**config.mk**
```make
export PLATFORM = sky130hd
export DESIGN_NAME = axi_mem_arbiter
export DESIGN_NICKNAME = d
export VERILOG_FILES = /design/src/rtl/axi_mem_arbiter.sv
export SDC_FILE = /design/constraint.sdc
export NUM_CORES = 1
export LEC_CHECK = 0
export CORE_AREA = 10 10 298 300
export DETAILED_ROUTE_END_ITERATION = 10
export DIE_AREA = 0 0 308 310
export GPL_TIMING_DRIVEN = 0
export HOLD_SLACK_MARGIN = 0.02
export PLACE_DENSITY = 0.3
export SKIP_LAST_GASP = 1
export SYNTH_ARGS = -nofsm -noshare
export SYNTH_HDL_FRONTEND = slang
export SYNTH_SLANG_ARGS = --single-unit
```
**constraint.sdc**
```tcl
create_clock -name clk -period 2.5 [get_ports clk]
set_input_delay 0.625 -clock clk [delete_from_list [all_inputs] [get_ports clk]]
set_output_delay 0.625 -clock clk [all_outputs]
set_load 0.03 [all_outputs]
```
**src/rtl/axi_mem_arbiter.sv**
```systemverilog
// Two-master (IFU, LSU) to one-slave AXI4 arbiter with independent read and write grant FSMs.
// Optional AXI_ARB_RR_EN: round-robin tie-break instead of fixed LSU priority.

module axi_arb_fsm (
  input  logic       clk,
  input  logic       rst_n,
  input  logic [1:0] req,    // {LSU, IFU}
  input  logic       done,   // last response handshake of the granted transaction
  output logic [1:0] grant   // one-hot {LSU, IFU}
);
  typedef enum logic [1:0] {ARB_IDLE, ARB_IFU, ARB_LSU} arb_state_e;
  arb_state_e state, state_nxt;
  logic       lsu_wins;

`ifdef AXI_ARB_RR_EN
  logic last_lsu;
  // Remembers who was granted last so a tie goes to the other master.
  always_ff @(posedge clk or negedge rst_n)
    if (!rst_n)                                        last_lsu <= 1'b0;
    else if (state == ARB_IDLE && state_nxt != ARB_IDLE) last_lsu <= (state_nxt == ARB_LSU);
  assign lsu_wins = !last_lsu;
`else
  assign lsu_wins = 1'b1;
`endif

  always_ff @(posedge clk or negedge rst_n)
    if (!rst_n) state <= ARB_IDLE;
    else        state <= state_nxt;

  always_comb begin
    state_nxt = state;
    case (state)
      ARB_IDLE: begin
        if (req[1] && (!req[0] || lsu_wins)) state_nxt = ARB_LSU;
        else if (req[0])                     state_nxt = ARB_IFU;
      end
      ARB_IFU, ARB_LSU: if (done) state_nxt = ARB_IDLE;
      default: state_nxt = ARB_IDLE;
    endcase
  end

  assign grant = {state == ARB_LSU, state == ARB_IFU};
endmodule

module axi_mem_arbiter #(
  parameter int ADDR_W = 32,
  parameter int DATA_W = 64,
  parameter int ID_W   = 4
) (
  input  logic                clk,
  input  logic                rst_n,
  // IFU master
  input  logic [ID_W-1:0]     IFU_AXI_ARID,
  input  logic [ADDR_W-1:0]   IFU_AXI_ARADDR,
  input  logic [7:0]          IFU_AXI_ARLEN,
  input  logic [2:0]          IFU_AXI_ARSIZE,
  input  logic [1:0]          IFU_AXI_ARBURST,
  input  logic                IFU_AXI_ARVALID,
  output logic                IFU_AXI_ARREADY,
  output logic [ID_W-1:0]     IFU_AXI_RID,
  output logic [DATA_W-1:0]   IFU_AXI_RDATA,
  output logic [1:0]          IFU_AXI_RRESP,
  output logic                IFU_AXI_RLAST,
  output logic                IFU_AXI_RVALID,
  input  logic                IFU_AXI_RREADY,
  input  logic [ID_W-1:0]     IFU_AXI_AWID,
  input  logic [ADDR_W-1:0]   IFU_AXI_AWADDR,
  input  logic [7:0]          IFU_AXI_AWLEN,
  input  logic [2:0]          IFU_AXI_AWSIZE,
  input  logic [1:0]          IFU_AXI_AWBURST,
  input  logic                IFU_AXI_AWVALID,
  output logic                IFU_AXI_AWREADY,
  input  logic [DATA_W-1:0]   IFU_AXI_WDATA,
  input  logic [DATA_W/8-1:0] IFU_AXI_WSTRB,
  input  logic                IFU_AXI_WLAST,
  input  logic                IFU_AXI_WVALID,
  output logic                IFU_AXI_WREADY,
  output logic [ID_W-1:0]     IFU_AXI_BID,
  output logic [1:0]          IFU_AXI_BRESP,
  output logic                IFU_AXI_BVALID,
  input  logic                IFU_AXI_BREADY,
  // LSU master
  input  logic [ID_W-1:0]     LSU_AXI_ARID,
  input  logic [ADDR_W-1:0]   LSU_AXI_ARADDR,
  input  logic [7:0]          LSU_AXI_ARLEN,
  input  logic [2:0]          LSU_AXI_ARSIZE,
  input  logic [1:0]          LSU_AXI_ARBURST,
  input  logic                LSU_AXI_ARVALID,
  output logic                LSU_AXI_ARREADY,
  output logic [ID_W-1:0]     LSU_AXI_RID,
  output logic [DATA_W-1:0]   LSU_AXI_RDATA,
  output logic [1:0]          LSU_AXI_RRESP,
  output logic                LSU_AXI_RLAST,
  output logic                LSU_AXI_RVALID,
  input  logic                LSU_AXI_RREADY,
  input  logic [ID_W-1:0]     LSU_AXI_AWID,
  input  logic [ADDR_W-1:0]   LSU_AXI_AWADDR,
  input  logic [7:0]          LSU_AXI_AWLEN,
  input  logic [2:0]          LSU_AXI_AWSIZE,
  input  logic [1:0]          LSU_AXI_AWBURST,
  input  logic                LSU_AXI_AWVALID,
  output logic                LSU_AXI_AWREADY,
  input  logic [DATA_W-1:0]   LSU_AXI_WDATA,
  input  logic [DATA_W/8-1:0] LSU_AXI_WSTRB,
  input  logic                LSU_AXI_WLAST,
  input  logic                LSU_AXI_WVALID,
  output logic                LSU_AXI_WREADY,
  output logic [ID_W-1:0]     LSU_AXI_BID,
  output logic [1:0]          LSU_AXI_BRESP,
  output logic                LSU_AXI_BVALID,
  input  logic                LSU_AXI_BREADY,
  // memory slave
  output logic [ID_W-1:0]     MEM_AXI_ARID,
  output logic [ADDR_W-1:0]   MEM_AXI_ARADDR,
  output logic [7:0]          MEM_AXI_ARLEN,
  output logic [2:0]          MEM_AXI_ARSIZE,
  output logic [1:0]          MEM_AXI_ARBURST,
  output logic                MEM_AXI_ARVALID,
  input  logic                MEM_AXI_ARREADY,
  input  logic [ID_W-1:0]     MEM_AXI_RID,
  input  logic [DATA_W-1:0]   MEM_AXI_RDATA,
  input  logic [1:0]          MEM_AXI_RRESP,
  input  logic                MEM_AXI_RLAST,
  input  logic                MEM_AXI_RVALID,
  output logic                MEM_AXI_RREADY,
  output logic [ID_W-1:0]     MEM_AXI_AWID,
  output logic [ADDR_W-1:0]   MEM_AXI_AWADDR,
  output logic [7:0]          MEM_AXI_AWLEN,
  output logic [2:0]          MEM_AXI_AWSIZE,
  output logic [1:0]          MEM_AXI_AWBURST,
  output logic                MEM_AXI_AWVALID,
  input  logic                MEM_AXI_AWREADY,
  output logic [DATA_W-1:0]   MEM_AXI_WDATA,
  output logic [DATA_W/8-1:0] MEM_AXI_WSTRB,
  output logic                MEM_AXI_WLAST,
  output logic                MEM_AXI_WVALID,
  input  logic                MEM_AXI_WREADY,
  input  logic [ID_W-1:0]     MEM_AXI_BID,
  input  logic [1:0]          MEM_AXI_BRESP,
  input  logic                MEM_AXI_BVALID,
  output logic                MEM_AXI_BREADY,
  output logic [1:0]          rd_grant,
  output logic [1:0]          wr_grant
);
  logic rd_done, wr_done;

  assign rd_done = MEM_AXI_RVALID & MEM_AXI_RREADY & MEM_AXI_RLAST;
  assign wr_done = MEM_AXI_BVALID & MEM_AXI_BREADY;

  axi_arb_fsm u_rd_fsm (
    .clk(clk), .rst_n(rst_n), .req({LSU_AXI_ARVALID, IFU_AXI_ARVALID}),
    .done(rd_done), .grant(rd_grant));

  axi_arb_fsm u_wr_fsm (
    .clk(clk), .rst_n(rst_n), .req({LSU_AXI_AWVALID, IFU_AXI_AWVALID}),
    .done(wr_done), .grant(wr_grant));

  // Response payloads broadcast; only the granted master sees VALID.
  assign IFU_AXI_RID   = MEM_AXI_RID;   assign LSU_AXI_RID   = MEM_AXI_RID;
  assign IFU_AXI_RDATA = MEM_AXI_RDATA; assign LSU_AXI_RDATA = MEM_AXI_RDATA;
  assign IFU_AXI_RRESP = MEM_AXI_RRESP; assign LSU_AXI_RRESP = MEM_AXI_RRESP;
  assign IFU_AXI_RLAST = MEM_AXI_RLAST; assign LSU_AXI_RLAST = MEM_AXI_RLAST;
  assign IFU_AXI_BID   = MEM_AXI_BID;   assign LSU_AXI_BID   = MEM_AXI_BID;
  assign IFU_AXI_BRESP = MEM_AXI_BRESP; assign LSU_AXI_BRESP = MEM_AXI_BRESP;

  always_comb begin
    MEM_AXI_ARID    = '0;
    MEM_AXI_ARADDR  = '0;
    MEM_AXI_ARLEN   = '0;
    MEM_AXI_ARSIZE  = '0;
    MEM_AXI_ARBURST = '0;
    MEM_AXI_ARVALID = 1'b0;
    MEM_AXI_RREADY  = 1'b0;
    IFU_AXI_ARREADY = 1'b0;
    LSU_AXI_ARREADY = 1'b0;
    IFU_AXI_RVALID  = 1'b0;
    LSU_AXI_RVALID  = 1'b0;
    if (rd_grant[0]) begin
      MEM_AXI_ARID    = IFU_AXI_ARID;
      MEM_AXI_ARADDR  = IFU_AXI_ARADDR;
      MEM_AXI_ARLEN   = IFU_AXI_ARLEN;
      MEM_AXI_ARSIZE  = IFU_AXI_ARSIZE;
      MEM_AXI_ARBURST = IFU_AXI_ARBURST;
      MEM_AXI_ARVALID = IFU_AXI_ARVALID;
      MEM_AXI_RREADY  = IFU_AXI_RREADY;
      IFU_AXI_ARREADY = MEM_AXI_ARREADY;
      IFU_AXI_RVALID  = MEM_AXI_RVALID;
    end else if (rd_grant[1]) begin
      MEM_AXI_ARID    = LSU_AXI_ARID;
      MEM_AXI_ARADDR  = LSU_AXI_ARADDR;
      MEM_AXI_ARLEN   = LSU_AXI_ARLEN;
      MEM_AXI_ARSIZE  = LSU_AXI_ARSIZE;
      MEM_AXI_ARBURST = LSU_AXI_ARBURST;
      MEM_AXI_ARVALID = LSU_AXI_ARVALID;
      MEM_AXI_RREADY  = LSU_AXI_RREADY;
      LSU_AXI_ARREADY = MEM_AXI_ARREADY;
      LSU_AXI_RVALID  = MEM_AXI_RVALID;
    end
  end

  // W may run ahead of AW: both channels pass through for the whole grant.
  always_comb begin
    MEM_AXI_AWID    = '0;
    MEM_AXI_AWADDR  = '0;
    MEM_AXI_AWLEN   = '0;
    MEM_AXI_AWSIZE  = '0;
    MEM_AXI_AWBURST = '0;
    MEM_AXI_AWVALID = 1'b0;
    MEM_AXI_WDATA   = '0;
    MEM_AXI_WSTRB   = '0;
    MEM_AXI_WLAST   = 1'b0;
    MEM_AXI_WVALID  = 1'b0;
    MEM_AXI_BREADY  = 1'b0;
    IFU_AXI_AWREADY = 1'b0;
    LSU_AXI_AWREADY = 1'b0;
    IFU_AXI_WREADY  = 1'b0;
    LSU_AXI_WREADY  = 1'b0;
    IFU_AXI_BVALID  = 1'b0;
    LSU_AXI_BVALID  = 1'b0;
    if (wr_grant[0]) begin
      MEM_AXI_AWID    = IFU_AXI_AWID;
      MEM_AXI_AWADDR  = IFU_AXI_AWADDR;
      MEM_AXI_AWLEN   = IFU_AXI_AWLEN;
      MEM_AXI_AWSIZE  = IFU_AXI_AWSIZE;
      MEM_AXI_AWBURST = IFU_AXI_AWBURST;
      MEM_AXI_AWVALID = IFU_AXI_AWVALID;
      MEM_AXI_WDATA   = IFU_AXI_WDATA;
      MEM_AXI_WSTRB   = IFU_AXI_WSTRB;
      MEM_AXI_WLAST   = IFU_AXI_WLAST;
      MEM_AXI_WVALID  = IFU_AXI_WVALID;
      MEM_AXI_BREADY  = IFU_AXI_BREADY;
      IFU_AXI_AWREADY = MEM_AXI_AWREADY;
      IFU_AXI_WREADY  = MEM_AXI_WREADY;
      IFU_AXI_BVALID  = MEM_AXI_BVALID;
    end else if (wr_grant[1]) begin
      MEM_AXI_AWID    = LSU_AXI_AWID;
      MEM_AXI_AWADDR  = LSU_AXI_AWADDR;
      MEM_AXI_AWLEN   = LSU_AXI_AWLEN;
      MEM_AXI_AWSIZE  = LSU_AXI_AWSIZE;
      MEM_AXI_AWBURST = LSU_AXI_AWBURST;
      MEM_AXI_AWVALID = LSU_AXI_AWVALID;
      MEM_AXI_WDATA   = LSU_AXI_WDATA;
      MEM_AXI_WSTRB   = LSU_AXI_WSTRB;
      MEM_AXI_WLAST   = LSU_AXI_WLAST;
      MEM_AXI_WVALID  = LSU_AXI_WVALID;
      MEM_AXI_BREADY  = LSU_AXI_BREADY;
      LSU_AXI_AWREADY = MEM_AXI_AWREADY;
      LSU_AXI_WREADY  = MEM_AXI_WREADY;
      LSU_AXI_BVALID  = MEM_AXI_BVALID;
    end
  end
endmodule

```
==> results.py <==
metrics = {
    "routing": {
        "detail-route-antenna-nets": 0,
        "routed_wl_um": 54000,
        "route.detailed.drc": 0,
        "detail_route.first_pass.iterations": 4,
        "detail_route.iter0.violations": 190,
        "routed_wire_length_per_instance_um": 23.1,
        "average_vias_per_placed_instance": 2.87,
        "detailroute.via_count": 6722,
    },
    "timing": {
        "timing.clock.skew_ns": 0.000118,
        "fmaxAchievable_mhz": 400,
        "final_min_period_over_clock_period_pct": 100,
        "setup_tns_ns": -0.00732,
        "slew_headroom_pct": 66.5,
        "timing.final.setup_violations": 3,
        "drv_slew": 0,
        "rsz_0062_raised_after_global_routing": "yes",
        "worst_slew_pin_slew_ns": 0.503,
        "final-hold-violation-count": 0,
        "post-route-min-period_ns": 2.50,
        "worst_setup_margin_ns": -0.00303,
    },
    "logic_synthesis": {
        "synth_cells": 531,
        "synth_cell_types": 26,
        "synth-warning-count": 0,
        "synth-seq-cells": 4,
        "synth-edff-count": 0,
        "main_flop_type_after_synthesis": "sky130_fd_sc_hd__dfrtp_1",
        "synthesis.nets": 973,
        "synth_seq_area_share_pct": 2.81,
        "syn_area_per_cell_um2": 6.71,
        "synthesis.area_mm2": 0.00356,
        "postSynth.asyncResetShare_pct": 100,
    },
    "setup_path": {
        "timing.critical_path.arrival_ns": 1.88,
        "critical-path-top-cell-by-count": "sky130_fd_sc_hd__buf_12",
        "worst-r2r-setup-slack_ns": 0.73,
        "crit_chain": "inv_2 -> ha_4 -> nor2b_4 -> buf_8 -> buf_12 -> buf_4 -> buf_12 -> a22o_1 -> buf_6",
        "slowest_stage": "sky130_fd_sc_hd__dfrtp_2",
        "timing.rr.end": "u_wr_fsm.state[0]",
        "ff2ff_path_depth": 7,
        "critical_path_required_ns": 1.88,
        "critical_path_depth": 9,
        "endpoint_kind": "output port",
        "biggest_fanout_along_the_worst_timing_path": 8,
        "r2r_path_start": "u_wr_fsm.state[0]",
        "setup.worst_path.class": "reg -> out",
        "worst_setup_path_start_kind": "flip-flop",
        "worst_path_largest_cell_delay_ns": 0.43,
        "cp.buffers_inverters": 6,
        "crit_family": "buffers and inverters",
        "critPathLaunch": "u_wr_fsm.state[1]",
    },
    "cells_and_area": {
        "final_design_area_no_fill_mm2": 0.0127,
        "layout_commonest_cell": "sky130_fd_sc_hd__clkdlybuf4s50_1",
        "diodes": 0,
        "fillCellCount": 9441,
        "most-common-layout-cells": "sky130_fd_sc_hd__clkdlybuf4s50_1 (514), sky130_fd_sc_hd__buf_4 (204), sky130_fd_sc_hd__nand2_1 (110), sky130_fd_sc_hd__buf_6 (88), sky130_fd_sc_hd__a22o_1 (88)",
        "final_nets": 1704,
        "drive_gt1_share_pct": 36.4,
        "area_delta_synth_final_pct": 255,
    },
    "clock_network": {
        "cts_max_path_buffers": 2,
        "clkTransAtPathRegs_ns": 0.03,
        "cts_made_buffers": 3,
        "cts_hold_buf": 0,
        "root_buffer": "sky130_fd_sc_hd__clkbuf_16",
        "tritoncts": "yes",
        "h-tree-depth": 1,
        "cts.sinks": 4,
        "clock_latency_ns": 0.22,
    },
    "grt": {
        "grt_first_pass_wirelength_um": 67800,
        "grt_pass1_vias": 7250,
        "initial_antenna_violation_count": 7,
        "groute.usage.overall_pct": 10.3,
        "grt-ovfl-total": 0,
        "grt_max_degree": 11,
    },
    "place": {
        "placed_cell_area_mm2": 0.0120,
        "placement.io_buffers": 703,
        "gpl.final_weighted_congestion": 0.767,
        "dpl.hpwl_um": 49300,
        "dp_slack_ns": -1.23,
    },
    "job": {
        "drv_cap": 0,
    },
    "status": {
        "violations": "negative setup slack",
        "run_status": "complete, but fails checks",
    },
    "die": {
        "standard_cell_row_count": 106,
        "core_mm2": 0.0829,
        "fp.dieArea_mm2": 0.0955,
        "boundaryPins": 780,
        "floorplan.die.width_um": 308,
        "start_util_pct": 4.30,
        "dieHeight_um": 310,
    },
    "power_and_ir_drop": {
        "pwr_density_cell_mw_per_mm2": 920,
        "vdd_drop_max_mv": 0.416,
        "total_leakage_power_nw": 5.34,
    },
    "worst_hold_path": {
        "hold_path_class": "in -> async",
    },
}
layer usage:
metal	global-route usage, %	vias up	routed length, um
li1	-	3188	-
met1	11.4	3113	20400
met2	18.9	403	27800
met3	3.93	14	5410
met4	1.00	4	318
met5	0	-	26
registers in the layout, indices dropped and copies added, names as in the netlist:
name,count
u_wr_fsm.state,2
u_rd_fsm.state,2
timing repair:
item	4_1_cts	5_1_grt
setup buffers	10	14
pin swaps	8	16
hold endpoints to repair	0	0
cloned	6	1
gates resized for setup	1198	107
endpoints found under the setup margin	191	170
final cells by class:
| type | count | area, um^2 | share of cell area (%) |
|---|---|---|---|
| flip-flops and latches | 4 | 103 | 0.810 |
| multi-input cells | 323 | 2440 | 19.3 |
| inverters | 5 | 18.8 | 0.148 |
| repair buffers | 730 | 7020 | 55.5 |
| well taps | 1080 | 1350 | 10.7 |
| plain buffers | 195 | 1650 | 13.1 |
| clock buffers | 3 | 75.1 | 0.593 |
cell usage after synthesis (2+ instances only):
master	n	area share, %
sky130_fd_sc_hd__dfrtp_1	4	2.8
sky130_fd_sc_hd__nand2_1	110	12
sky130_fd_sc_hd__nand2b_1	2	0.35
sky130_fd_sc_hd__nor2b_1	3	0.53
sky130_fd_sc_hd__clkbuf_1	12	1.3
sky130_fd_sc_hd__and3b_1	3	0.74
sky130_fd_sc_hd__inv_1	5	0.53
sky130_fd_sc_hd__o21ai_0	51	7.2
sky130_fd_sc_hd__buf_2	27	3.8
sky130_fd_sc_hd__o211ai_1	2	0.42
sky130_fd_sc_hd__ha_1	6	2.1
sky130_fd_sc_hd__a22o_1	123	30
sky130_fd_sc_hd__and2_1	9	1.6
sky130_fd_sc_hd__nand3b_1	4	0.84
sky130_fd_sc_hd__a311o_1	2	0.56
sky130_fd_sc_hd__buf_4	158	33
through the flow:
stage	std cells	util, %	hold slack, ns	power [mW]
after floorplan	531	-	0.329	5.32
after global placement	2314	14.4	0.582	10.7
after detailed placement	2314	14.4	0.597	10.6
after CTS	2333	15.0	0.640	11.7
after global routing	2340	15.3	0.632	12.4
final	2340	15.3	0.626	11.7
cells by family (layout without fill, tap and decap cells):
| group | Yosys count | after routing | share of synthesized area [%] |
|---|---|---|---|
| compound gates | 184 | 184 | 39.9 |
| simple gates | 133 | 133 | 15.9 |
| buf+inv | 204 | 933 | 39.3 |
| fa+ha+maj | 6 | 6 | 2.11 |
| flops | 4 | 4 | 2.81 |
worst max-delay path by stage:
stage | endpoint | slack (ns)
finish | MEM_AXI_AWLEN[4] | -0.003
CTS | MEM_AXI_AWADDR[18] | -0.21
global placement | MEM_AXI_ARVALID | -1.19
detailed placement | MEM_AXI_ARVALID | -1.23
floorplan | MEM_AXI_AWID[2] | 0.05
global route | MEM_AXI_AWLEN[4] | -0.08
report_power, final:
| part | switching, mW | leakage [nW] | internal (mW) |
|---|---|---|---|
| clock | 0.0457 | 0.0370 | 0.204 |
| sequential | 0.0365 | 0.0477 | 0.0976 |
| combinational | 6.61 | 5.26 | 4.67 |
| total | 6.69 | 5.34 | 4.97 |
(Power assumes the default switching activity.)
